`config.mk`:
```
export PLATFORM = sky130hd
export DESIGN_NAME = aes_round_ctrl
export DESIGN_NICKNAME = d
export VERILOG_FILES = /design/src/rtl/aes_round_ctrl.sv
export SDC_FILE = /design/constraint.sdc
export NUM_CORES = 1
export LEC_CHECK = 0
export CAP_MARGIN = 20
export CORE_MARGIN = 1
export CORE_UTILIZATION = 45
export CTS_BUF_LIST = sky130_fd_sc_hd__clkbuf_8
export DETAILED_ROUTE_END_ITERATION = 12
export PLACE_DENSITY_LB_ADDON = 0.08
export SYNTH_ARGS = -nofsm -noshare
export SYNTH_HDL_FRONTEND = slang
export SYNTH_SLANG_ARGS = --single-unit
```
`constraint.sdc`:
```
create_clock -name clk -period 1.73 [get_ports clk]
set_input_delay 0.346 -clock clk [delete_from_list [all_inputs] [get_ports clk]]
set_output_delay 0.346 -clock clk [all_outputs]
set_load 0.01 [all_outputs]
```
`src/rtl/aes_round_ctrl.sv`:
```
// Iterative AES round sequencer: key wait, input load, NR rounds
// (last one without MixColumns), then a done/ack handshake.
module aes_round_ctrl #(
  parameter int NR = 14,
  parameter int RW = 4
) (
  input  logic          clk,
  input  logic          rst,
  input  logic          start_i,
  input  logic          mode_i,
  input  logic          key_ready_i,
  input  logic          ack_i,
  output logic          ready_o,
  output logic          busy_o,
  output logic          mode_o,
  output logic [RW-1:0] round_o,
  output logic          load_o,
  output logic          round_en_o,
  output logic          mix_bypass_o,
  output logic          done_o
);

  typedef enum logic [2:0] {
    S_IDLE,
    S_KEYWAIT,
    S_INIT,
    S_ROUND,
    S_FINAL,
    S_DONE
  } state_e;

  localparam logic [RW-1:0] NR_C   = RW'(NR);
  localparam logic [RW-1:0] LAST_C = RW'(NR - 1);
  localparam logic [RW-1:0] ONE_C  = RW'(1);

  state_e        state_q, state_d;
  logic [RW-1:0] cnt_q, cnt_d;
  logic          mode_q, mode_d;

  always_comb begin
    state_d = state_q;
    cnt_d   = cnt_q;
    mode_d  = mode_q;
    unique case (state_q)
      S_IDLE: begin
        if (start_i) begin
          mode_d  = mode_i;
          state_d = key_ready_i ? S_INIT : S_KEYWAIT;
        end
      end
      S_KEYWAIT: begin
        if (key_ready_i) state_d = S_INIT;
      end
      S_INIT: begin
        cnt_d   = ONE_C;
        state_d = S_ROUND;
      end
      S_ROUND: begin
        cnt_d = cnt_q + ONE_C;
        if (cnt_q == LAST_C) state_d = S_FINAL;
      end
      S_FINAL: begin
        cnt_d   = '0;
        state_d = S_DONE;
      end
      S_DONE: begin
        if (ack_i) state_d = S_IDLE;
      end
      default: state_d = S_IDLE;
    endcase
  end

  always_ff @(posedge clk or posedge rst) begin
    if (rst) begin
      state_q <= S_IDLE;
      cnt_q   <= '0;
      mode_q  <= 1'b0;
    end else begin
      state_q <= state_d;
      cnt_q   <= cnt_d;
      mode_q  <= mode_d;
    end
  end

  // Every output is a pure decode of state/cnt/mode registers.
  assign ready_o      = (state_q == S_IDLE);
  assign busy_o       = (state_q != S_IDLE);
  assign mode_o       = mode_q;
  assign load_o       = (state_q == S_INIT);
  assign round_en_o   = (state_q == S_ROUND) || (state_q == S_FINAL);
  assign mix_bypass_o = (state_q == S_FINAL);
  assign done_o       = (state_q == S_DONE);

  always_comb begin
    round_o = '0;
    unique case (state_q)
      S_INIT:  round_o = mode_q ? NR_C : '0;
      S_ROUND: round_o = mode_q ? (NR_C - cnt_q) : cnt_q;
      S_FINAL: round_o = mode_q ? '0 : NR_C;
      default: round_o = '0;
    endcase
  end

endmodule

```
Word-level counts from Yosys, hierarchy flattened

Index checks and enable logic that the tools add are counted.

Muxes and demuxes: 11
Reduce and logical (&&, ||, !) cells: 6
Add/sub/neg operators: 2
Equal/unequal tests: 10

Operators by type and width:

| kind                  | count |
|---|---|
| $pmux W4 S3           | 2 |
| $pmux W3 S6           | 1 |
| $mux W3               | 4 |
| $mux W4               | 3 |
| $ne A2 B2 Y1 const B  | 4 |
| $eq A3 B2 Y1 const B  | 2 |
| $eq A3 B3 Y1 const B  | 2 |
| $reduce_bool A3 Y1    | 2 |
| $add A4 B1 Y4 const B | 1 |
| $eq A4 B4 Y1 const B  | 1 |
| $reduce_and A4 Y1     | 1 |
| $sub A4 B4 Y4 const A | 1 |
| $eq A3 B1 Y1 const B  | 1 |
| $logic_not A3 Y1      | 1 |
| $mux W2               | 1 |
| $reduce_and A2 Y1     | 1 |
| $logic_or A1 B1 Y1    | 1 |

Register bits: 8
Word-level logic and storage cells: 32
Output and inout bits: 11
Input bits: 6

Logic depth before layout (Yosys ltp)

Word-level depth: 3
Gate-level depth with buffers: 6
Gate-level depth less buffers: 5

Worst setup path after synthesis

OpenSTA, ideal clock, no wires.

Path type: reg-to-output
From: register cnt_q[0]
To: output round_o[2]
Slack: 0.181 ns
Arrival time: 1.203 ns
Stages on the path, launching flop included: 5
Buffers on the path: 0
Required time: 1.384 ns
Cell sequence: dfrtp_1 -> ha_1 -> mux2_2 -> a22oi_1 -> o22ai_1

Word-level cells in the longest chain between the ends: 3

Ends and longest elaborated chain:

| item                   | line | text |
|---|---|---|
| from (decl)            | 37   | `logic [RW-1:0] cnt_q, cnt_d;` |
| from (signal assigned) | 80   | `cnt_q <= cnt_d;` |
| $sub A4 B4 Y4          | 98   | `S_ROUND: round_o = mode_q ? (NR_C - cnt_q) : cnt_q;` |
| $mux W4                | 98   |  |
| $pmux W4 S3            | 96   | `unique case (state_q)` |
| to (decl)              | 16   | `output logic [RW-1:0] round_o,` |

Every way passes these cells.

Worst setup path after layout

From: register state_q[0]
To: output round_o[2]

Word-level cells in the longest chain between the ends: 2
Elaborated cells between the ends (all ways): 4
Those cells by class: eq/ne: 3; mux: 1

Ends and longest elaborated chain:

| item                                         | line | text |
|---|---|---|
| from (decl)                                  | 36   | `state_e state_q, state_d;` |
| from (signal assigned)                       | 79   | `state_q <= state_d;` |
| $eq A3 B3 Y1 or $eq A3 B2 Y1 (tied branches) | 96   |  |
| $pmux W4 S3 (*)                              | 96   |  |

Mark *: on every way between the ends. The rest lies on a longest branch, timed or not.

==> results.cfg <==
[placed_design]
place_hpwl_microns = 1140
io_buffers = 16
place.gp.congestion = 0.805

[critical_path]
cp.required_ps = 1380
r2r-end = state_q[2]
reg2reg_depth = 5
r2r_slack_ps = 310
critPathKind = reg2out
r2r_start = state_q[2]
crit_path_start_kind = register
crit_arrival_ps = 1470
end_kind = output pin
crit_fanout = 5

[synth]
synth-edff-count = 0
async_flop_share_pct = 100
synthFlopType = dfrtp_1
ys_seq_area_share_pct = 31.0
synth_warnings = 0
avgSynthCellArea_sq_um = 9.22
syn_nets = 78
synth-seq-cells = 8
syn_area_sq_um = 646
yosys.area.top_type = dfrtp_1
synth.most_common_cell = dfrtp_1
synthCells = 70
synth_top_area_share_pct = 31.0
synth_area_leaders = dfrtp_1 31%, o21ai_0 5.4%, ha_1 3.9%, and3_4 3.5%, buf_6 3.5%
synthDistinctLibCells = 35
yosys-top-cells-count = 8 x dfrtp_1, 7 x o21ai_0, 5 x nand2_1, 5 x nor2_1, 4 x inv_1

[route]
wl_microns = 1870
routedWlPerCell_microns = 15.6
vias = 675
drt_iter0_drc = 14
drc = 0
antenna_left = 0
viasPerCell = 5.63
dr.pass1.iters = 4

[timing]
tns_ps = -168
slew_headroom_pct = 78.2
fin_ws_ps = -88.6
clock.fmax_mhz = 550
period_minus_slack_ps = 1820
fin_crit_sh_pct = 105
fin_worst_skew_ps = 2.68
setup-violations-final = 3
tightest_slew_ps = 326
finalMaxSlewViolations = 0
rsz0062_at_grt = yes
final_hold_viol_count = 0

[pwr]
seqPwrFrac_pct = 17.7
ir_drop_uv = 1220
p_leak_uw = 0.000490
swShare_pct = 42.1
p_comb_share_pct = 71.6
power.total_uw = 2110
p_int_uw = 1220
power_switching_uw = 887
powerDensity_mw_per_mm2 = 2050
pwr-share-clk_pct = 10.8

[global_routing]
grt_max_degree = 14
grt_antenna_before_repair = 0
grt_pass1_vias = 576
overflow = 0
grt_pass1_wl_microns = 2570
grt_use_total_pct = 25.9

[floorplan]
initial_core_util_pct = 49.0
dieArea_sq_mm = 0.00159
die_w_microns = 39.9
rows = 13
die_h_microns = 39.9
core_area_sq_mm = 0.00132
io_pins = 17

[clocking]
worst_skew_pair.late_latency_ps = 230
postCtsHoldBufs = 0
tritoncts.num_buffers = 3
cts_buffer_depth = 2
htreeDepth = 1
cts_tree = yes
root_buffer = clkbuf_8
clkTransAtPathRegs_ps = 40
clock_sinks = 8

[finish]
multi_input_area_sq_um = 442
diodes = 0
ff_latch_area_sq_um = 203
area_delta_synth_final_pct = 59.1
layout-drive-gt1-share_pct = 46.7
layout.nets = 115
nFillCells = 92

[outcome]
violations = negative setup slack
status = finished, violations left

[run]
cap_violations = 0

[min_path]
hp-class = in2async
[metrics by stage]
| stage | utilization (%) | worst slack, ps | hold WS (ps) | instance area, sq um | std cells |
|---|---|---|---|---|---|
| after floorplan | - | 181 | 162 | 646 | 70 |
| after global placement | 68.5 | -235 | 604 | 902 | 112 |
| after detailed placement | 68.5 | -260 | 615 | 902 | 112 |
| after CTS | 74.7 | -120 | 381 | 985 | 119 |
| after global routing | 78.0 | -118 | 424 | 1030 | 120 |
| final | 78.0 | -88.6 | 368 | 1030 | 120 |
[power groups by stage]
| stage | Combinational, uW | Sequential [uW] | Clock, uW |
|---|---|---|---|
| 6_report | 1510 | 372 | 227 |
| 5_1_grt | 1630 | 381 | 239 |
| 4_1_cts | 1390 | 350 | 231 |
| 3_5_place_dp | 1320 | 366 | 0 |
| 3_3_place_gp | 1300 | 359 | 0 |
| 2_1_floorplan | 757 | 384 | 0 |
[worst max-delay path, stage by stage, from the launching register on]
cell and delay, ps:
dfrtp_2 430, buf_4 170, mux2_4 270, a22oi_2 140
o22ai_1 80, buf_2 140
[layout by cell type (no fill, tap or decap), types with 2 or more instances in the layout]
cell             instances
dlygate4sd2_1            6
o22ai_1                  2
dfrtp_2                  2
ha_4                     2
mux2_4                   2
dfrtp_1                  6
and3_4                   2
buf_2                    4
clkdlybuf4s50_1          6
inv_1                    3
a21oi_1                  2
and3b_1                  2
o21ai_2                  2
nand2b_1                 2
buf_6                    4
nand2_1                  5
a211o_1                  2
nor2_1                   5
o21ai_0                  6
clkbuf_8                 3
buf_4                   17
[logic make-up after synthesis]
logic type                 share of synthesized area, %
AOI/OAI and AO/OA                                  27.9
adders and majority gates                          3.88
buffers and inverters                              8.91
DFF                                                31.0
muxes                                              4.07
and+or+nand+nor                                    24.2
[state kept, by name, summed over array words and instances, names as in the netlist]
name	cells
cnt_q	4
mode_o	1
state_q	3
[layer usage]
layer / vias up / track usage (%) / part of all wire (%)
li1: 328 / - / -
met1: 324 / 34.8 / 47
met2: 21 / 38.3 / 47
met3: 2 / 6.82 / 4.6
met4: 0 / 10.3 / 0.80
met5: - / 0 / 0
[how the worst max path moves through the flow]
stage | start | slack, ps | depth (start not counted) | endpoint
detailed placement | cnt_q[1] | -260 | 5 | round_o[2]
global placement | cnt_q[1] | -240 | 5 | round_o[2]
floorplan | cnt_q[0] | 180 | 4 | round_o[2]
finish | state_q[0] | -90 | 5 | round_o[2]
global route | cnt_q[1] | -120 | 5 | round_o[2]
CTS | cnt_q[1] | -120 | 5 | round_o[2]
[cell type report]
type                    instances  area share [%]
repair buffers                 37            29.7
inverters                       4            1.71
multi-input cells              53            43.0
clock buffers                   3            4.02
flip-flops and latches          8            19.7
well taps                      15            1.83
[repair_timing]
| item | CTS | global route |
|---|---|---|
| hold endpoints to repair | 0 | 0 |
| pin swaps | 2 | 6 |
| buffers inserted | 4 | 1 |
| gates resized for setup | 30 | 10 |
| endpoints found under the setup margin | 10 | 5 |
Power figures use the tool's default switching activity.
